--- src/rtl/alu_pkg.sv ---
// Shared definitions for the sequential calculator ALU: opcode encoding
// and the controller state encoding.
package alu_pkg;

    localparam int OPCODE_WIDTH = 4;

    typedef enum logic [OPCODE_WIDTH-1:0] {
        OP_ADD = 4'd1,
        OP_SUB = 4'd2,
        OP_DIV = 4'd3,
        OP_MUL = 4'd4,
        OP_MOD = 4'd5
    } alu_opcode_t;

    typedef enum logic [1:0] {
        ST_IDLE   = 2'd0,
        ST_RUN    = 2'd1,
        ST_FINISH = 2'd2
    } alu_state_t;

endpackage

--- src/rtl/seq_muldiv_core.sv ---
// Iterative datapath: LSB-first shift-add multiplier and restoring divider.
// 'load' primes both engines from the operands, each 'step' performs one
// iteration of both; after WIDTH steps prod_o, quo_o and rem_o are final.
module seq_muldiv_core #(
    parameter int WIDTH = 16
) (
    input  logic                 clk,
    input  logic                 rst_n,
    input  logic                 load,
    input  logic                 step,
    input  logic [WIDTH-1:0]     a_i,
    input  logic [WIDTH-1:0]     b_i,
    output logic [2*WIDTH-1:0]   prod_o,
    output logic [WIDTH-1:0]     quo_o,
    output logic [WIDTH-1:0]     rem_o
);

    logic [2*WIDTH-1:0] acc_q,    acc_d;
    logic [2*WIDTH-1:0] mcand_q,  mcand_d;
    logic [WIDTH-1:0]   mplier_q, mplier_d;
    logic [WIDTH-1:0]   dvsr_q,   dvsr_d;
    logic [WIDTH-1:0]   rem_q,    rem_d;
    logic [WIDTH-1:0]   quo_q,    quo_d;
    logic [WIDTH:0]     rem_sh_s;
    logic [WIDTH:0]     trial_s;

    // Next-state logic for one multiply iteration and one restoring-divide iteration.
    always_comb begin
        acc_d    = acc_q;
        mcand_d  = mcand_q;
        mplier_d = mplier_q;
        dvsr_d   = dvsr_q;
        rem_d    = rem_q;
        quo_d    = quo_q;
        // Shift the next dividend bit into the partial remainder, then try to subtract.
        rem_sh_s = {rem_q, quo_q[WIDTH-1]};
        trial_s  = rem_sh_s - {1'b0, dvsr_q};
        if (load) begin
            acc_d    = {(2*WIDTH){1'b0}};
            mcand_d  = {{WIDTH{1'b0}}, a_i};
            mplier_d = b_i;
            dvsr_d   = b_i;
            rem_d    = {WIDTH{1'b0}};
            quo_d    = a_i;
        end else if (step) begin
            if (mplier_q[0]) begin
                acc_d = acc_q + mcand_q;
            end else begin
                acc_d = acc_q;
            end
            mcand_d  = {mcand_q[2*WIDTH-2:0], 1'b0};
            mplier_d = {1'b0, mplier_q[WIDTH-1:1]};
            // A clear sign bit means the divisor fitted: keep the difference, quotient bit 1.
            if (!trial_s[WIDTH]) begin
                rem_d = trial_s[WIDTH-1:0];
                quo_d = {quo_q[WIDTH-2:0], 1'b1};
            end else begin
                rem_d = rem_sh_s[WIDTH-1:0];
                quo_d = {quo_q[WIDTH-2:0], 1'b0};
            end
        end else begin
            acc_d    = acc_q;
            mcand_d  = mcand_q;
            mplier_d = mplier_q;
        end
    end

    // Datapath registers.
    always_ff @(posedge clk or negedge rst_n) begin
        if (!rst_n) begin
            acc_q    <= {(2*WIDTH){1'b0}};
            mcand_q  <= {(2*WIDTH){1'b0}};
            mplier_q <= {WIDTH{1'b0}};
            dvsr_q   <= {WIDTH{1'b0}};
            rem_q    <= {WIDTH{1'b0}};
            quo_q    <= {WIDTH{1'b0}};
        end else begin
            acc_q    <= acc_d;
            mcand_q  <= mcand_d;
            mplier_q <= mplier_d;
            dvsr_q   <= dvsr_d;
            rem_q    <= rem_d;
            quo_q    <= quo_d;
        end
    end

    assign prod_o = acc_q;
    assign quo_o  = quo_q;
    assign rem_o  = rem_q;

endmodule

--- src/rtl/seq_alu.sv ---
// Multi-cycle calculator ALU: go edge detector, IDLE/RUN/FINISH controller,
// iteration counter, single-cycle ADD/SUB and the registered result/err/done/busy.
module seq_alu
    import alu_pkg::*;
#(
    parameter int WIDTH = 16
) (
    input  logic                 clk,
    input  logic                 rst_n,
    input  logic                 go,
    input  logic [WIDTH-1:0]     val_a,
    input  logic [WIDTH-1:0]     val_b,
    input  logic [3:0]           op,
    output logic [2*WIDTH-1:0]   result,
    output logic                 busy,
    output logic                 done,
    output logic                 err
);

    localparam int CNT_W = (WIDTH > 1) ? $clog2(WIDTH) : 1;

    alu_state_t               state_q,  state_d;
    logic                     go_q,     go_d;
    logic [CNT_W-1:0]         cnt_q,    cnt_d;
    logic [WIDTH-1:0]         a_q,      a_d;
    logic [WIDTH-1:0]         b_q,      b_d;
    logic [3:0]               op_q,     op_d;
    logic [2*WIDTH-1:0]       result_q, result_d;
    logic                     err_q,    err_d;
    logic                     done_q,   done_d;
    logic                     busy_q,   busy_d;

    logic                     go_rise_s;
    logic                     b_zero_s;
    logic                     is_iter_s;
    logic                     load_s;
    logic                     step_s;
    logic [2*WIDTH-1:0]       a_ext_s;
    logic [2*WIDTH-1:0]       b_ext_s;
    logic [2*WIDTH-1:0]       prod_s;
    logic [WIDTH-1:0]         quo_s;
    logic [WIDTH-1:0]         rem_s;

    seq_muldiv_core #(.WIDTH(WIDTH)) u_core (
        .clk    (clk),
        .rst_n  (rst_n),
        .load   (load_s),
        .step   (step_s),
        .a_i    (val_a),
        .b_i    (val_b),
        .prod_o (prod_s),
        .quo_o  (quo_s),
        .rem_o  (rem_s)
    );

    // Controller next-state, counter and result/err computation.
    always_comb begin
        go_d      = go;
        state_d   = state_q;
        cnt_d     = cnt_q;
        a_d       = a_q;
        b_d       = b_q;
        op_d      = op_q;
        result_d  = result_q;
        err_d     = err_q;
        done_d    = 1'b0;
        load_s    = 1'b0;
        step_s    = 1'b0;
        go_rise_s = go & ~go_q;
        b_zero_s  = (b_q == {WIDTH{1'b0}});
        // MUL always iterates; DIV/MOD only when the divisor is usable.
        is_iter_s = (op_q == OP_MUL) ||
                    (((op_q == OP_DIV) || (op_q == OP_MOD)) && !b_zero_s);
        a_ext_s   = {{WIDTH{1'b0}}, a_q};
        b_ext_s   = {{WIDTH{1'b0}}, b_q};
        case (state_q)
            ST_IDLE: begin
                if (go_rise_s) begin
                    a_d     = val_a;
                    b_d     = val_b;
                    op_d    = op;
                    cnt_d   = CNT_W'(WIDTH - 1);
                    load_s  = 1'b1;
                    state_d = ST_RUN;
                end else begin
                    state_d = ST_IDLE;
                end
            end
            ST_RUN: begin
                if (!is_iter_s) begin
                    state_d = ST_FINISH;
                end else if (cnt_q == {CNT_W{1'b0}}) begin
                    step_s  = 1'b1;
                    state_d = ST_FINISH;
                end else begin
                    step_s  = 1'b1;
                    cnt_d   = cnt_q - CNT_W'(1);
                    state_d = ST_RUN;
                end
            end
            ST_FINISH: begin
                done_d  = 1'b1;
                state_d = ST_IDLE;
                case (op_q)
                    OP_ADD: begin
                        result_d = a_ext_s + b_ext_s;
                        err_d    = 1'b0;
                    end
                    OP_SUB: begin
                        result_d = a_ext_s - b_ext_s;
                        err_d    = 1'b0;
                    end
                    OP_MUL: begin
                        result_d = prod_s;
                        err_d    = 1'b0;
                    end
                    OP_DIV: begin
                        if (b_zero_s) begin
                            result_d = {(2*WIDTH){1'b0}};
                            err_d    = 1'b1;
                        end else begin
                            result_d = {rem_s, quo_s};
                            err_d    = 1'b0;
                        end
                    end
                    OP_MOD: begin
                        if (b_zero_s) begin
                            result_d = {(2*WIDTH){1'b0}};
                            err_d    = 1'b1;
                        end else begin
                            result_d = {{WIDTH{1'b0}}, rem_s};
                            err_d    = 1'b0;
                        end
                    end
                    default: begin
                        result_d = {(2*WIDTH){1'b0}};
                        err_d    = 1'b1;
                    end
                endcase
            end
            default: begin
                state_d = ST_IDLE;
            end
        endcase
        // busy stays up through the cycle where done is shown.
        busy_d = (state_d != ST_IDLE) || done_d;
    end

    // Controller state and registered outputs.
    always_ff @(posedge clk or negedge rst_n) begin
        if (!rst_n) begin
            state_q  <= ST_IDLE;
            go_q     <= 1'b0;
            cnt_q    <= {CNT_W{1'b0}};
            a_q      <= {WIDTH{1'b0}};
            b_q      <= {WIDTH{1'b0}};
            op_q     <= 4'd0;
            result_q <= {(2*WIDTH){1'b0}};
            err_q    <= 1'b0;
            done_q   <= 1'b0;
            busy_q   <= 1'b0;
        end else begin
            state_q  <= state_d;
            go_q     <= go_d;
            cnt_q    <= cnt_d;
            a_q      <= a_d;
            b_q      <= b_d;
            op_q     <= op_d;
            result_q <= result_d;
            err_q    <= err_d;
            done_q   <= done_d;
            busy_q   <= busy_d;
        end
    end

    assign result = result_q;
    assign err    = err_q;
    assign done   = done_q;
    assign busy   = busy_q;

endmodule
--- config.mk ---
export PLATFORM = sky130hd
export DESIGN_NAME = seq_alu
export DESIGN_NICKNAME = d
export VERILOG_FILES = /design/src/rtl/alu_pkg.sv /design/src/rtl/seq_muldiv_core.sv /design/src/rtl/seq_alu.sv
export SDC_FILE = /design/constraint.sdc
export NUM_CORES = 1
export LEC_CHECK = 0
export CORE_MARGIN = 3
export CORE_UTILIZATION = 55
export CTS_CLUSTER_SIZE = 24
export DETAILED_ROUTE_END_ITERATION = 10
export HOLD_SLACK_MARGIN = 0.03
export PLACE_DENSITY = 0.74
export SYNTH_ARGS = -nofsm -noshare
export SYNTH_HDL_FRONTEND = slang
export SYNTH_HIERARCHICAL = 1
export SYNTH_SLANG_ARGS = --single-unit
--- constraint.sdc ---
create_clock -name clk -period 7.95 [get_ports clk]
set_input_delay 1.1925 -clock clk [delete_from_list [all_inputs] [get_ports clk]]
set_output_delay 1.1925 -clock clk [all_outputs]
set_load 0.1 [all_outputs]
-- Word level (Yosys, flattened, before mapping)
Index checks and enable logic that the tools add are counted.
W data, S select, Z words.
- reductions and logical operators: 17
- bitwise gates (word level): 2
- muxes and demuxes: 31
- shifts and indexed selects: 0
- eq/ne operators: 10
- multipliers: 0
- divide/modulo/power cells: 0
- magnitude comparators: 0
- add/subtract/negate cells: 5
- operators with widths (kind ; count):
    $mux W32 ; 6
    $pmux W32 S5 ; 1
    $mux W16 ; 8
    $add A32 B32 Y32 ; 1
    $add A16 B16 Y17 ; 1
    $sub A16 B16 Y17 ; 1
    $sub A17 B16 Y17 ; 1
    $logic_not A16 Y1 ; 1
    $mux W4 ; 3
    $eq A4 B2 Y1 const B ; 2
    $eq A4 B3 Y1 const B ; 2
    $mux W1 ; 8
    $pmux W4 S2 ; 1
    $reduce_bool A2 Y1 ; 4
    $ne A2 B2 Y1 const B ; 3
    $eq A4 B1 Y1 const B ; 1
    $logic_not A4 Y1 ; 1
    $mux W2 ; 2
    $pmux W2 S2 ; 1
    $reduce_and A2 Y1 ; 2
    $reduce_and A4 Y1 ; 1
    $sub A4 B1 Y4 const B ; 1
    $logic_or A1 B1 Y1 ; 3
    $reduce_or A3 Y1 ; 1
    other kinds (9) ; 9
- memory bits (read-only): 0
- output and inout bits: 35
- latch bits: 0
- word-level logic and storage cells: 81
- input bits: 39
- bits in writable memories: 0
- bits in registers: 206
- memories kept: 0

-- Longest topological paths before layout
Gate-level depths: netlist (run 1).
- depth after elaboration: 8
- mapped depth: 14
- mapped depth without buffers: 13

-- Hierarchy
Netlist (run 1), hierarchy kept.
- by module, submodules not included (module ; area each (µm²) ; instances ; cells each ; sequential area each (µm²)):
    seq_muldiv_core ; 7617.3 ; 1 ; 797 ; 3203.1
    seq_alu ; 5310.1 ; 1 ; 584 ; 1951.9

-- Least setup slack after synthesis (run 1)
OpenSTA, ideal clock, no wires.
- path type: in2reg
- from: input go
- to: register u_core.acc_q[23], in the netlist u_core/prod_o[23]
- setup slack: 4.754 ns
- stages: 7
- buffers on the path: 3
- arrival time: 3.075 ns
- data required time: 7.828 ns
- library setup time: 0.122 ns
- cell sequence: nor4b_1 -> clkbuf_1 -> clkbuf_1 -> clkinv_1 -> clkbuf_1 -> a32oi_1 -> nand2_1
- longest elaborated chain between the ends: 5
- elaborated cells between the ends (all ways): 7
- those cells by class: mux (3); bitwise (1); reduce/logical (3)
- RTL lines (item ; line ; text):
    from (decl) ; seq_alu.sv:10 ; input logic go,
    $and A1 B1 Y1 * ; seq_alu.sv:69 ; go_rise_s = go & ~go_q;
    $mux W1 * ; seq_alu.sv:78 ; if (go_rise_s) begin
    $mux W1 * ; seq_alu.sv:76 ; case (state_q)
    net load_s ; seq_alu.sv:36 ; logic load_s;
    $reduce_bool A2 Y1 (no line) ; - ;
    $reduce_and A2 Y1 (no line) ; - ;
    to (signal assigned) ; seq_muldiv_core.sv:71 ; acc_q <= {(2*WIDTH){1'b0}};
    to (decl) ; seq_muldiv_core.sv:18 ; logic [2*WIDTH-1:0] acc_q, acc_d;
Mark *: on every way through the listed nets, which the timed path passes. The rest lies on a longest branch.
A chain may end at the register's enable or synchronous reset.

-- Worst setup path after layout (run 1)
- from: register b_q[11]
- to: register u_core.acc_q[31], in the netlist u_core/prod_o[31]
- longest elaborated chain between the ends: 8
- RTL lines (item ; line ; text):
    from (decl) ; seq_alu.sv:26 ; logic [WIDTH-1:0] b_q, b_d;
    from (signal assigned) ; seq_alu.sv:156 ; b_q <= {WIDTH{1'b0}};
    $logic_not A16 Y1 ; seq_alu.sv:70 ; b_zero_s = (b_q == {WIDTH{1'b0}});
    $logic_not A1 Y1 ; seq_alu.sv:73 ; (((op_q == OP_DIV) || (op_q == OP_MOD)) && !b_zero_s);
    $logic_and A1 B1 Y1 ; seq_alu.sv:73 ;
    $logic_or A1 B1 Y1 ; seq_alu.sv:72 ; is_iter_s = (op_q == OP_MUL) ||
    $mux W1 ; seq_alu.sv:90 ; if (!is_iter_s) begin
    $mux W1 ; seq_alu.sv:76 ;
    net step_s ; seq_alu.sv:37 ; logic step_s;
    $reduce_bool A2 Y1 (no line) ; - ;
    $reduce_and A2 Y1 (no line) ; - ;
The timed path passes the listed nets, and every way through them passes these cells.

==> results of run 1 <==
-- through the flow --
stage | instances | worst slack, ns | area (um^2) | utilization (%)
4_1_cts | 1748 | 4.283 | 14550 | 63.67
6_report | 1748 | 4.159 | 14550 | 63.67
5_1_grt | 1748 | 3.926 | 14550 | 63.67
2_1_floorplan | 1381 | 4.754 | 12930 | -
3_3_place_gp | 1705 | 4.099 | 13770 | 60.26
3_5_place_dp | 1705 | 3.968 | 13770 | 60.26
-- metal layers --
| layer | track usage (%) | vias up | wire length, um |
|---|---|---|---|
| li1 | - | 5066 | - |
| met1 | 41.99 | 5381 | 16900 |
| met2 | 45.45 | 423 | 17050 |
| met3 | 4.527 | 69 | 2584 |
| met4 | 6.964 | 0 | 1032 |
| met5 | 0 | - | 0 |
-- how the worst max path moves through the flow --
stage / depth (start not counted) / slack [ns] / endpoint
after detailed placement: 7 / 3.97 / u_core/quo_o[10]
final: 10 / 4.16 / u_core/prod_o[31]
after CTS: 10 / 4.28 / u_core/prod_o[31]
after floorplan: 7 / 4.75 / u_core/prod_o[23]
after global placement: 7 / 4.10 / u_core/mcand_q[14]
after global routing: 10 / 3.93 / u_core/prod_o[31]
-- logic make-up after synthesis --
group           share of synthesized area, %
compound gates                         21.79
xor+xnor                               3.059
fa+ha+maj                              8.556
buf+inv                                4.926
flops                                  39.88
mux                                    8.188
simple gates                           13.61
-- sequential cells by signal (all words and copies together) (netlist names), 2 cells and up --
name	count
result	32
u_core/mcand_q	32
u_core/prod_o	32
a_q	16
b_q	16
u_core/dvsr_q	16
u_core/mplier_q	16
u_core/quo_o	16
u_core/rem_o	16
cnt_q	4
op_q	4
state_q	2
-- area by class of cell --
| cell class | instances | area (um^2) |
|---|---|---|
| clock buffers | 37 | 740.7 |
| inverters | 58 | 231.5 |
| fillers | 1971 | 8299 |
| well taps | 313 | 391.6 |
| flip-flops and latches | 206 | 5155 |
| multi-input cells | 1045 | 7168 |
| clock inverters | 6 | 38.79 |
| repair buffers | 83 | 822.0 |
-- critical path, delay by kind of cell, from the launching register on --
family / cells / cell delay [ns]
AOI/OAI and AO/OA: 1 / 0.49
muxes: 2 / 0.49
and+or+nand+nor: 5 / 1.55
DFF: 1 / 0.40
buffers and inverters: 2 / 0.71
-- power groups by stage --
| stage | combinational [W] | clock, W | sequential, W |
|---|---|---|---|
| floorplan | 0.00258 | 0 | 0.00225 |
| global placement | 0.00380 | 0 | 0.00185 |
| detailed placement | 0.00385 | 0 | 0.00186 |
| CTS | 0.00388 | 0.00109 | 0.00185 |
| global route | 0.00427 | 0.00114 | 0.00191 |
| finish | 0.00394 | 0.00108 | 0.00186 |
-- placed cells by master, fill, tap and decap left out, types with 10 or more instances in the layout --
| cell | count |
|---|---|
| sky130_fd_sc_hd__clkdlybuf4s50_1 | 72 |
| sky130_fd_sc_hd__xor2_1 | 14 |
| sky130_fd_sc_hd__nor2b_1 | 12 |
| sky130_fd_sc_hd__a31oi_1 | 12 |
| sky130_fd_sc_hd__o211ai_1 | 26 |
| sky130_fd_sc_hd__dfrtp_1 | 206 |
| sky130_fd_sc_hd__o21a_1 | 13 |
| sky130_fd_sc_hd__a21boi_0 | 10 |
| sky130_fd_sc_hd__ha_1 | 82 |
| sky130_fd_sc_hd__mux2_1 | 17 |
| sky130_fd_sc_hd__nor2_1 | 115 |
| sky130_fd_sc_hd__nand2b_1 | 14 |
| sky130_fd_sc_hd__nor3_1 | 17 |
| sky130_fd_sc_hd__nand2_1 | 139 |
| sky130_fd_sc_hd__nand3_1 | 18 |
| sky130_fd_sc_hd__and3_1 | 10 |
| sky130_fd_sc_hd__a21o_1 | 21 |
| sky130_fd_sc_hd__mux2i_1 | 81 |
| sky130_fd_sc_hd__a22oi_1 | 24 |
| sky130_fd_sc_hd__nand3b_1 | 10 |
| sky130_fd_sc_hd__inv_1 | 54 |
| sky130_fd_sc_hd__clkbuf_16 | 25 |
| sky130_fd_sc_hd__a211oi_1 | 26 |
| sky130_fd_sc_hd__xnor2_1 | 28 |
| sky130_fd_sc_hd__o21ai_0 | 93 |
| sky130_fd_sc_hd__a21oi_1 | 120 |
==> flow_summary.rst, run 1 <==
.. list-table::
   :header-rows: 1

   * - Metric
     - Value
   * - CTS tree
     - yes
   * - Worst flop-to-flop path startpoint
     - b_q[11]
   * - # rows
     - 55
   * - Power per standard cell area
     - 473.1 mW/mm^2
   * - Final Hold Viols
     - 0
   * - Setup-violating endpoint count in the final report
     - 0
   * - Series of cell instances along the critical path
     - nor4_1 -> nand4_1 -> a21oi_1 -> nor2_4 -> buf_4 -> nand2_1 -> buf_4 -> nor2_1 -> mux2i_1 -> mux2_1
   * - 1st-iter DRT viols
     - 1118
   * - Total number of yosys warnings
     - 6
   * - Routability-driven placement congestion ratio
     - 0.9719
   * - Overflow left after global routing
     - 0
   * - Post-synth ARST share
     - 100.0%
   * - Total inserted antenna cells
     - 0
   * - Top cell type's share of synthesized area
     - 39.88%
   * - Critical R2R Capture
     - u_core/prod_o[31]
   * - I/O pin cnt
     - 74
   * - Endpoint class of the critical path
     - register
   * - Net switching component of the power
     - 0.003380 W
   * - Sequential power share
     - 27.1%
   * - Post-synth top area cell
     - sky130_fd_sc_hd__dfrtp_1
   * - Synth cell types
     - 89
   * - Total half-perimeter wirelength after legalization and detailed placement
     - 26960 um
   * - RSZ-0062 raised after global routing
     - no
   * - Initial core utilization
     - 56.58%
   * - Worst hold start
     - result[5]
   * - Internal power
     - 0.003503 W
   * - Number of enable flip-flop cells after synthesis
     - 0
   * - Result of the run
     - finished, final reports clean
   * - CP max-delay cell
     - sky130_fd_sc_hd__nand2_1
   * - Nets
     - 1543
   * - Number of remaining DRC errors
     - 0
   * - Number of sinks driven by the clock tree
     - 206
   * - Crit path max fanout
     - 63
   * - Die outline area
     - 0.02538 mm^2
   * - Type of the worst setup path
     - register to register
   * - Number of levels the H-tree was split into
     - 1
   * - Worst EP required
     - 8.35 ns
   * - Chip Width
     - 159.3 um
   * - Worst min-delay path endpoint
     - result[5]
   * - Syn nets
     - 1506
   * - Flop-to-flop setup slack
     - 4.16 ns
   * - Wire length of the first global-routing pass
     - 59060 um
   * - Share of total power in combinational logic
     - 57.2%
   * - R2R cell count
     - 10
   * - Post-synthesis sequential element count
     - 206
   * - Maximum number of pins on one net before global-route repair
     - 169
   * - Sequential cell area fraction in the yosys report
     - 39.88%
   * - Fin crit share
     - 47.69%
   * - Hold-fix buffer count after cts
     - 0
   * - Overall routing resource usage
     - 28.80%
   * - ANT nets after route
     - 0
   * - Wire length per cell
     - 21.49 um
   * - Post-CTS repair timing setup buffer count
     - 0
   * - Number of vias per cell
     - 6.258
   * - Shortest clock period the worst path allows after layout
     - 3.791 ns
   * - Max Clock Skew
     - 0.01356 ns
   * - Signed area change from the synthesized netlist to the final layout
     - 12.53%
   * - Critical path origin
     - b_q[11]
   * - Layout cell share with drive strength beyond 1
     - 5.714%
   * - Cts bufs inserted
     - 24
   * - Switching power as a share of total power
     - 49.11%
   * - Area of the mapped netlist
     - 0.01293 mm^2
   * - Ranking of synthesized cells by instance count
     - 206 x sky130_fd_sc_hd__dfrtp_1, 139 x sky130_fd_sc_hd__nand2_1, 120 x sky130_fd_sc_hd__a21oi_1, 116 x sky130_fd_sc_hd__nor2_1, 93 x sky130_fd_sc_hd__o21ai_0
   * - Dominant cell by count in the synthesized netlist
     - sky130_fd_sc_hd__dfrtp_1
   * - Critical Path Start Type
     - register
   * - Area of the core
     - 0.02285 mm^2
   * - Slew at the pin closest to its max-slew limit
     - 1.046 ns
   * - Clock Power Share
     - 15.7%
   * - Crit-path max cell delay
     - 0.56 ns
   * - Synth Flop Type
     - sky130_fd_sc_hd__dfrtp_1
   * - Clock latency reported for the late side of the worst-skew pair
     - 0.52 ns
   * - Clock root buffer
     - sky130_fd_sc_hd__clkbuf_16
   * - DRT Pass-1 Iters
     - 6
   * - Post-CTS clock slew at the launch and capture registers of the worst setup and hold paths
     - 0.06 ns
   * - Number of gates resized after CTS
     - 0
   * - Post-detailed-routing wire length
     - 37570 um
   * - Most common cell on crit path
     - sky130_fd_sc_hd__buf_4
   * - Peak supply drop
     - 0.3711 mV
   * - Min-Delay Path Class
     - register to register
   * - Maximum operating frequency
     - 263.8 MHz
   * - Total power of the final layout
     - 0.006883 W
   * - CP Data Arrival Time
     - 4.19 ns
   * - Routed via count
     - 10940
   * - Via count of the first global-routing pass
     - 10450
   * - TNS Setup
     - 0 ns
   * - Top area cells in the synthesized netlist
     - sky130_fd_sc_hd__dfrtp_1 40%, sky130_fd_sc_hd__ha_1 7.9%, sky130_fd_sc_hd__mux2i_1 6.3%
   * - Number of buffers inserted by port buffering
     - 73
   * - Height of the die
     - 159.3 um
   * - Clock tree buffer depth
     - 3
   * - Number of antenna violations at the first check in global routing
     - 0
   * - Synthesized instance count
     - 1381
   * - Post-Syn Area per Cell
     - 9.361 um^2
   * - Final Max Tran Viols
     - 0
   * - Worst slew margin relative to its limit
     - 30.07%
   * - Max cap viols
     - 0
   * - Worst Hold Path Cells
     - 1
   * - Hold slack final
     - 0.4843 ns
   * - LEAKAGE
     - 6.212 nW
Power figures use the tool's default switching activity.
==> inputs of run 2 (changes only) <==
==> constraint.sdc (replaced) <==
create_clock -name clk -period 3.6 [get_ports clk]
set_input_delay 0.54 -clock clk [delete_from_list [all_inputs] [get_ports clk]]
set_output_delay 0.54 -clock clk [all_outputs]
set_load 0.1 [all_outputs]
==> run 2 against run 1 <==
Effect of this change:
- first-iteration DRC count shrank 13%
- via count shrank 0.46%
- maximum frequency grew 22%
==> flow_summary.rst, run 2 (synthesis gave the netlist of run 1 again) <==
.. list-table::
   :header-rows: 1

   * - Metric
     - Value
   * - Height of the die
     - 159.3 um (unchanged)
   * - Critical Path Start Type
     - register
   * - Slew at the pin closest to its max-slew limit
     - 1.003 ns (-0.04327 ns)
   * - Endpoint class of the critical path
     - register
   * - Buffers and inverters on the worst path
     - 1 (-1)
   * - Maximum operating frequency
     - 321.9 MHz (+22%)
   * - Post-placement setup slack
     - 0.5800 ns (-3.388 ns)
   * - Area of the core
     - 0.02285 mm^2 (unchanged)
   * - 1st-iter DRT viols
     - 968 (-13%)
   * - Setup-violating endpoint count in the final report
     - 0 (unchanged)
   * - Number of remaining DRC errors
     - 0 (unchanged)
   * - Cell class contributing the biggest share of worst-path delay
     - simple AND/OR/NAND/NOR gates
   * - Total half-perimeter wirelength after legalization and detailed placement
     - 27570 um (+2.2%)
   * - Wire length per cell
     - 21.01 um (-2.2%)
   * - Overall routing resource usage
     - 28.74% (-0.059 points)
   * - Number of vias per cell
     - 6.173 (-1.4%)
   * - Routability-driven placement congestion ratio
     - 0.9673 (-0.47%)
   * - Crit path max fanout
     - 20 (-68%)
   * - Critical path origin
     - b_q[11]
   * - Maximum number of pins on one net before global-route repair
     - 124 (-27%)
   * - Number of sinks driven by the clock tree
     - 206 (unchanged)
   * - CP Data Arrival Time
     - 3.57 ns (-0.62 ns)
   * - Worst EP required
     - 4.06 ns (-4.29 ns)
   * - Cell Count Post-Placement
     - 1721 (+0.94%)
   * - Power per standard cell area
     - 1044 mW/mm^2 (+120%)
   * - Number of buffers inserted by port buffering
     - 73 (unchanged)
   * - Most frequent cells in the layout
     - 206 x sky130_fd_sc_hd__dfrtp_1, 139 x sky130_fd_sc_hd__nand2_1, 120 x sky130_fd_sc_hd__a21oi_1
   * - Number of antenna violations at the first check in global routing
     - 0 (unchanged)
   * - RSZ-0062 raised after global routing
     - no
   * - DRT Pass-1 Iters
     - 7 (+1)
   * - Clock tree buffer depth
     - 3 (unchanged)
   * - ANT nets after route
     - 0 (unchanged)
   * - Number of fill cells in the layout
     - 1923 (-2.4%)
   * - Final Max Tran Viols
     - 0 (unchanged)
   * - Max Clock Skew
     - 0.01002 ns (-0.003547 ns)
   * - Overflow left after global routing
     - 0 (unchanged)
   * - Crit-path max cell delay
     - 0.53 ns (-0.03 ns)
   * - Shortest clock period the worst path allows after layout
     - 3.107 ns (-0.6843 ns)
   * - Fin crit share
     - 86.31% (+39 points)
   * - Via count of the first global-routing pass
     - 10710 (+2.4%)
   * - CTS tree
     - yes
   * - Min-Delay Path Class
     - primary input to asynchronous set/reset pin
   * - Wire length of the first global-routing pass
     - 59130 um (+0.12%)
   * - Post-detailed-routing wire length
     - 37060 um (-1.4%)
   * - Final Hold Viols
     - 0 (unchanged)
   * - Hold-fix buffer count after cts
     - 0 (unchanged)
   * - Peak supply drop
     - 0.6065 mV (+63%)
   * - Final non-filler cell total
     - 1764 (+0.92%)
   * - Total inserted antenna cells
     - 0 (unchanged)
   * - Chip Width
     - 159.3 um (unchanged)
   * - Initial core utilization
     - 56.58% (unchanged)
   * - Nets
     - 1559 (+1.0%)
   * - Worst path setup slack after routing
     - 0.4930 ns (-3.666 ns)
   * - Number of levels the H-tree was split into
     - 1 (unchanged)
   * - Cts bufs inserted
     - 24 (unchanged)
   * - Number of gates resized after CTS
     - 0 (unchanged)
   * - Post-CTS clock slew at the launch and capture registers of the worst setup and hold paths
     - 0.06 ns (about the same)
   * - TNS Setup
     - 0 ns (unchanged)
   * - Series of cell instances along the critical path
     - nor4_1 -> nand4_1 -> a21oi_1 -> buf_4 -> nor2_4 -> and2_1 -> nor2_1 -> a22o_1
   * - Type of the worst setup path
     - register to register
   * - Post-CTS repair timing setup buffer count
     - 0 (unchanged)
   * - I/O pin cnt
     - 74 (unchanged)
   * - Clock root buffer
     - sky130_fd_sc_hd__clkbuf_16
   * - Max cap viols
     - 0 (unchanged)
   * - # rows
     - 55 (unchanged)
   * - Signed area change from the synthesized netlist to the final layout
     - 14.21%
   * - Clock latency reported for the late side of the worst-skew pair
     - 0.52 ns (about the same)
   * - Die outline area
     - 0.02538 mm^2 (unchanged)
   * - Total power of the final layout
     - 0.01542 W (+120%)
   * - Worst flop-to-flop path startpoint
     - b_q[11]
   * - CP max-delay cell
     - sky130_fd_sc_hd__nor4_1
   * - Most common cell after layout, fill and taps aside
     - sky130_fd_sc_hd__dfrtp_1
   * - Worst slew margin relative to its limit
     - 32.93% (+2.9 points)
   * - Routed via count
     - 10890 (-0.46%)
   * - Result of the run
     - finished, final reports clean
   * - LEAKAGE
     - 6.334 nW (+2.0%)
   * - Layout cell share with drive strength beyond 1
     - 6.892% (+1.2 points)
[run 2: per-stage QoR]
step / hold WS [ns] / utilization, % / cell area (um^2)
4_1_cts: 0.07662 / 64.62 / 14760
2_1_floorplan: 0.2444 / - / 12930
6_report: 0.06112 / 64.62 / 14760
5_1_grt: 0.1002 / 64.62 / 14760
3_3_place_gp: 0.4715 / 60.90 / 13910
3_5_place_dp: 0.4750 / 60.90 / 13910
[run 2: power breakdown]
group / internal, W / switching (W) / total [W]
logic: 0.00320 / 0.00556 / 0.00876
registers: 0.00320 / 0.000880 / 0.00408
clock network: 0.00162 / 0.000963 / 0.00258
total: 0.00801 / 0.00741 / 0.0154
[run 2: layer usage]
layer	track usage, %	up-vias	routed length, um
li1	-	5105	-
met1	40.47	5323	16560
met2	44.65	379	16560
met3	5.645	82	2533
met4	9.948	0	1403
met5	0	-	0
[run 2: final cells by class]
cell class / count / area, um^2 / area share, %
multi-input cells: 1045 / 7168 / 48.55
flip-flops and latches: 206 / 5155 / 34.92
repair buffers: 99 / 967.2 / 6.551
clock buffers: 35 / 733.2 / 4.966
well taps: 313 / 391.6 / 2.653
inverters: 58 / 231.5 / 1.568
clock inverters: 8 / 117.6 / 0.7966
[run 2: final timing paths]
kind,endpoint,slack [ns],depth (start not counted)
worst max-delay path,u_core/prod_o[24],0.49,8
worst min-delay path,result[13],0.06,1
worst max register to register,u_core/prod_o[24],0.49,8
worst min register to register,result[0],0.49,2
max in group asynchronous,u_core/prod_o[27],2.57,2
min in group clk,result[0],0.49,2
==> inputs of run 3 (changes only) <==
--- a/config.mk
+++ b/config.mk
@@ -5,9 +5,8 @@
 export SDC_FILE = /design/constraint.sdc
 export NUM_CORES = 1
 export LEC_CHECK = 0
-export CORE_MARGIN = 3
 export CORE_UTILIZATION = 55
-export CTS_CLUSTER_SIZE = 24
+export CTS_CLUSTER_SIZE = 14
 export DETAILED_ROUTE_END_ITERATION = 10
 export HOLD_SLACK_MARGIN = 0.03
 export PLACE_DENSITY = 0.74
==> run 3 against run 2 <==
Effect of this change:
- die area is 5.0% lower
- power hardly changed
- flip-flop and latch count did not move
- worst hold slack improved by 0.42 ns
- maximum frequency down 5.1%
- critical path depth rose by 1
- critical endpoint is now u_core/prod_o[31]
- largest cell class unchanged
==> flow_summary.rst, run 3 (synthesis gave the netlist of run 1 again) <==
.. list-table::
   :header-rows: 1

   * - Metric
     - Value
   * - ANT nets after route
     - 0 (unchanged)
   * - Shortest clock period the worst path allows after layout
     - 3.275 ns (+0.1676 ns)
   * - Post-detailed-routing wire length
     - 37470 um (+1.1%)
   * - Number of buffers inserted by port buffering
     - 73 (unchanged)
   * - Wire length of the first global-routing pass
     - 58590 um (-0.90%)
   * - Signed area change from the synthesized netlist to the final layout
     - 14.13% (about the same)
   * - Peak supply drop
     - 0.5924 mV (-2.3%)
   * - Total power of the final layout
     - 0.01541 W (about the same)
   * - Number of remaining DRC errors
     - 0 (unchanged)
   * - Slew at the pin closest to its max-slew limit
     - 1.013 ns (+0.01009 ns)
   * - Nets
     - 1561 (+0.13%)
   * - Most frequent cells in the layout
     - 206 x sky130_fd_sc_hd__dfrtp_1, 139 x sky130_fd_sc_hd__nand2_1, 120 x sky130_fd_sc_hd__a21oi_1
   * - Number of sinks driven by the clock tree
     - 206 (unchanged)
   * - Area of the core
     - 0.02285 mm^2 (unchanged)
   * - Total inserted antenna cells
     - 0 (unchanged)
   * - I/O pin cnt
     - 74 (unchanged)
   * - Setup-violating endpoint count in the final report
     - 0 (unchanged)
   * - RSZ-0062 raised after global routing
     - no
   * - Clock Power Share
     - 16.6% (about the same)
   * - Crit path max fanout
     - 32 (+60%)
   * - Number of antenna violations at the first check in global routing
     - 0 (unchanged)
   * - Internal power
     - 0.007959 W (-0.65%)
   * - Total half-perimeter wirelength after legalization and detailed placement
     - 27640 um (+0.27%)
   * - Worst EP required
     - 4.01 ns (-0.05 ns)
   * - Post-CTS repair timing setup buffer count
     - 0 (unchanged)
   * - Net switching component of the power
     - 0.007452 W (+0.61%)
   * - Number of fill cells in the layout
     - 1956 (+1.7%)
   * - Via count of the first global-routing pass
     - 10410 (-2.7%)
   * - Maximum operating frequency
     - 305.4 MHz (-5.1%)
   * - CTS tree
     - yes
   * - Share of total power in combinational logic
     - 57.0% (+0.2 points)
   * - DRT Pass-1 Iters
     - 6 (-1)
   * - Fin crit share
     - 90.96% (+4.7 points)
   * - Critical Path Start Type
     - register
   * - 1st-iter DRT viols
     - 919 (-5.1%)
   * - Switching power as a share of total power
     - 48.36% (+0.32 points)
   * - # rows
     - 55 (unchanged)
   * - Wire length per cell
     - 21.22 um (+1.0%)
   * - Clock tree buffer depth
     - 3 (unchanged)
   * - Most common cell after layout, fill and taps aside
     - sky130_fd_sc_hd__dfrtp_1
   * - Sequential power share
     - 26.4% (about the same)
   * - Overflow left after global routing
     - 0 (unchanged)
   * - Overall routing resource usage
     - 31.37% (+2.6 points)
   * - Max cap viols
     - 0 (unchanged)
   * - Final Max Tran Viols
     - 0 (unchanged)
   * - Maximum number of pins on one net before global-route repair
     - 120 (-3.2%)
   * - Cts bufs inserted
     - 24 (unchanged)
   * - Routed via count
     - 10960 (+0.62%)
   * - CP Data Arrival Time
     - 3.69 ns (+0.12 ns)
   * - Layout cell share with drive strength beyond 1
     - 7.020% (+0.13 points)
   * - Routability-driven placement congestion ratio
     - 0.9259 (-4.3%)
   * - Final Hold Viols
     - 0 (unchanged)
   * - Number of vias per cell
     - 6.204 (+0.50%)
   * - Max Clock Skew
     - 0.008681 ns (-0.001336 ns)
   * - Clock latency reported for the late side of the worst-skew pair
     - 0.53 ns (about the same)
   * - Post-layout utilization of the core
     - 64.58% (about the same)
   * - Clock root buffer
     - sky130_fd_sc_hd__clkbuf_16
   * - Height of the die
     - 155.3 um (-2.5%)
   * - LEAKAGE
     - 6.338 nW (about the same)
   * - Endpoint class of the critical path
     - register
   * - Initial core utilization
     - 56.58% (unchanged)
   * - Type of the worst setup path
     - register to register
   * - Chip Width
     - 155.3 um (-2.5%)
   * - TNS Setup
     - 0 ns (unchanged)
   * - Post-CTS clock slew at the launch and capture registers of the worst setup and hold paths
     - 0.06 ns (about the same)
   * - Die outline area
     - 0.02412 mm^2 (-5.0%)
   * - Number of levels the H-tree was split into
     - 1 (unchanged)
   * - Hold slack final
     - 0.4793 ns (+0.4182 ns)
   * - Result of the run
     - finished, final reports clean
   * - Worst slew margin relative to its limit
     - 32.25% (-0.67 points)
   * - Min-Delay Path Class
     - register to register
   * - Power per standard cell area
     - 1045 mW/mm^2 (about the same)
[run 3: final cells by class]
type                            instances  area [um^2]  area share, %
Multi-Input combinational cell       1045         7168          48.58
Sequential cell                       206         5155          34.94
Timing Repair Buffer                  101        972.2          6.589
Clock buffer                           35        743.2          5.037
Tap cell                              313        391.6          2.654
Inverter                               58        231.5          1.569
Clock inverter                          8        92.59         0.6275
[run 3: power by group through the flow]
stage               logic [W]  registers (W)  clock network [W]
floorplan             0.00569        0.00497                  0
global placement      0.00852        0.00404                  0
detailed placement    0.00862        0.00408                  0
CTS                   0.00867        0.00405            0.00259
global route          0.00949        0.00416            0.00268
finish                0.00878        0.00406            0.00256
[run 3: routing by layer]
layer | global-route usage (%) | vias to the layer above | wire [um]
li1 | - | 5101 | -
met1 | 46.16 | 5404 | 17160
met2 | 48.11 | 374 | 16900
met3 | 3.955 | 77 | 2326
met4 | 9.944 | 0 | 1093
met5 | 0 | - | 0
[run 3: worst paths after layout]
kind | startpoint | endpoint | slack [ns] | cells past startpoint
min reg2reg | result[5] | result[5] | 0.48 | 1
max reg2reg | b_q[13] | u_core/prod_o[31] | 0.33 | 9
max in group asynchronous | rst_n | u_core/mplier_q[7] | 2.01 | 3
max | b_q[13] | u_core/prod_o[31] | 0.33 | 9
min | result[5] | result[5] | 0.48 | 1
min in group asynchronous | rst_n | result[13] | 0.56 | 2
[run 3: worst max-delay path, stage by stage (launching register included)]
cell	delay [ns]
sky130_fd_sc_hd__dfrtp_1	0.47
sky130_fd_sc_hd__nor4_1	0.61
sky130_fd_sc_hd__nand4_1	0.18
sky130_fd_sc_hd__buf_4	0.21
sky130_fd_sc_hd__a21oi_1	0.46
sky130_fd_sc_hd__nor2_4	0.27
sky130_fd_sc_hd__buf_4	0.30
sky130_fd_sc_hd__and3_1	0.17
sky130_fd_sc_hd__mux2i_1	0.14
sky130_fd_sc_hd__mux2_1	0.33
[run 3: per-stage QoR]
step | worst slack, ns | std cells | area, um^2
after global placement | 0.5104 | 1722 | 13910
after CTS | 0.4560 | 1766 | 14750
final | 0.3253 | 1766 | 14750
after detailed placement | 0.4597 | 1722 | 13910
after floorplan | 0.8137 | 1381 | 12930
after global routing | 0.2233 | 1766 | 14750
[run 3: repair_timing]
item	in CTS	in global routing
gates resized for setup	0	0
endpoints found under the hold margin	2	0
hold buffers	1	0
==> variant, RTL diff (settings of run 1) <==
`WIDTH` is set to 16 in 2 places; all go to 32.
--- a/src/rtl/seq_muldiv_core.sv
+++ b/src/rtl/seq_muldiv_core.sv
@@ -3,5 +3,5 @@
 // iteration of both; after WIDTH steps prod_o, quo_o and rem_o are final.
 module seq_muldiv_core #(
-    parameter int WIDTH = 16
+    parameter int WIDTH = 32
 ) (
     input  logic                 clk,
--- a/src/rtl/seq_alu.sv
+++ b/src/rtl/seq_alu.sv
@@ -4,5 +4,5 @@
     import alu_pkg::*;
 #(
-    parameter int WIDTH = 16
+    parameter int WIDTH = 32
 ) (
     input  logic                 clk,
Interface: changed (resized result, val_a and val_b); port bits go from 74 to 138. No check against the original RTL was run, so the function may have changed too.
==> variant against run 1 <==
  * Sequential cell count rose by 193
  * Design area rose by 100%
  * Area after synthesis rose by 100%
  * First-iteration DRC count rose by 120%
  * Largest cell class unchanged
  * Sequential share of layout area fell by 1.3 points
  * Die area rose by 96%
  * Worst setup slack got worse by 0.64 ns
  * Total power rose by 83%
  * Wire length rose by 140%
  * Non-clock buffer count rose by 76
  * Clock skew rose by 0.0046 ns
  * Hold slack improved by 0.0019 ns
==> variant: results (changes against run 1) <==
| Metric | Value |
|---|---|
| Status | completed |
| Layout cells sized above 1 | 6.046% (+0.33 points) |
| Fillers | 3900 (+98%) |
| Root buffer cell | clkbuf_16 |
| Largest cells by area after synthesis | dfrtp_1 (39%), ha_1 (7.8%), mux2i_1 (5.1%), a21oi_1 (5.0%), o21ai_0 (4.9%) |
| Register area share after synthesis | 38.52% (-1.4 points) |
| Syn_nets | 3156 (+110%) |
| Global-route wire length before repair | 139000 um (+140%) |
| Pre-antenna DRT Iters | 9 (+3) |
| Vias in the first global route | 23100 (+120%) |
| Syn. warnings | 6 (unchanged) |
| CTS resizes | 0 (unchanged) |
| P_leak | 0.01272 uW (+100%) |
| CP max FO | 28 (-56%) |
| Largest net degree at the start of global routing | 229 (+36%) |
| Synth Area in Adders | 8.081% (-0.48 points) |
| Worst hold path type | reg -> reg |
| DP Cell Count | 3494 (+100%) |
| Initial DRC Count | 2460 (+120%) |
| Vias | 23710 (+120%) |
| HPWL Detailed | 65550 um (+140%) |
| Final setup vio count | 0 (unchanged) |
| Clk_skew | 0.01817 ns (+0.004605 ns) |
| Worst IR drop on VDD | 351.4 uV (-5.3%) |
| Worst skew pair latency | 0.59 ns (+0.07 ns) |
| Ys flop type | dfrtp_1 |
| Async set or reset register ratio after synthesis | 100.0% (unchanged) |
| Synth Area in XOR/XNOR | 3.041% (-0.017 points) |
| Most frequent cells after synthesis | dfrtp_1 (399), nand2_1 (318), a21oi_1 (258) |
| Placed Area | 27570 sq um (+100%) |
| CP arrival | 4.89 ns (+0.70 ns) |
| Post-CTS Setup Bufs | 0 (unchanged) |
| Mux contribution to synthesized area | 6.570% (-1.6 points) |
| Port bufs | 137 (+88%) |
| Library cells used by synthesis | 92 (+3.4%) |
| Slew HR | 19.23% (-11 points) |
| Complex-gate fraction of the synthesized area | 25.22% (+3.4 points) |
| MaxCap Viol Count | 0 (unchanged) |
| Overall routed net length | 91450 um (+140%) |
| Max clock buf depth | 3 (unchanged) |
| DR vias/cell | 6.626 (+5.9%) |
| Clock slew at reported path FFs | 0.06 ns (about the same) |
| H-tree levels | 2 (+1) |
| Gr usage total | 36.02% (+7.2 points) |
| TritonCTS Buffers | 46 (+92%) |
| Mapped Cells | 2920 (+110%) |
| Routability congestion estimate | 0.9656 (-0.65%) |
| Antenna violations before repair | 6 (+6) |
-- variant: layer usage --
metal / global-route usage (%) / routed length [um] / vias up
li1: - / - / 10710
met1: 47.10 / 36910 / 11660
met2: 58.64 / 42640 / 1087
met3: 5.842 / 6977 / 240
met4: 17.12 / 4883 / 6
met5: 0 / 42 / -
-- variant: final cells by class --
cell class | count | area share, %
diodes | 1 | 0.008562
multi-input cells | 2206 | 50.54
flip-flops and latches | 399 | 34.16
inverters | 130 | 1.674
repair buffers | 159 | 5.402
clock inverters | 19 | 1.032
well taps | 600 | 2.568
clock buffers | 64 | 4.619
-- variant: worst max-delay path, stage by stage, from the launching register on --
cell and delay, ns:
dfrtp_1 0.43, inv_1 0.09, ha_1 0.17, inv_1 0.07, fa_1 0.45, a211oi_2 0.30
o21ai_1 0.12, a21oi_2 0.24, o21ai_2 0.11, a311o_1 0.42, a21bo_2 0.26, a21boi_2 0.23
or2_1 0.89, nand2_1 0.15, a311oi_1 0.37
-- variant: through the flow --
step                      power, uW  hold WS, ns  utilization [%]  setup slack, ns
after floorplan                8056       0.4456                -            4.172
after global placement         9954       0.4603            59.99            3.731
after detailed placement      10060       0.4698            59.99            3.742
after CTS                     12440       0.4870            63.58            3.658
after global routing          13260       0.5104            63.58            3.423
final                         12570       0.4862            63.59            3.520
-- variant: report_power, final --
part | internal, uW | switching (uW) | total [uW]
clock network | 1440 | 889 | 2330
logic | 2300 | 4430 | 6720
registers | 2660 | 853 | 3520
total | 6400 | 6170 | 12600
-- variant: path summary, 6_finish.rpt --
kind	from	endpoint	slack (ns)	cells past startpoint
min in group asynchronous	rst_n	a_q[8]	0.62	1
min	result[4]	result[4]	0.49	2
max	u_core/quo_o[31]	u_core/rem_o[20]	3.52	14
max reg2reg	u_core/quo_o[31]	u_core/rem_o[20]	3.52	14
max in group asynchronous	rst_n	u_core/mplier_q[26]	5.95	2
min reg2reg	result[4]	result[4]	0.49	2
-- variant: kinds of logic (layout without fill, tap and decap cells) --
| kind of cell | after synthesis | after routing |
|---|---|---|
| compound gates | 985 | 985 |
| xor+xnor | 90 | 90 |
| fa+ha+maj | 165 | 165 |
| buf+inv | 315 | 372 |
| flops | 399 | 399 |
| mux | 166 | 166 |
| other cells | 0 | 1 |
| simple gates | 800 | 800 |
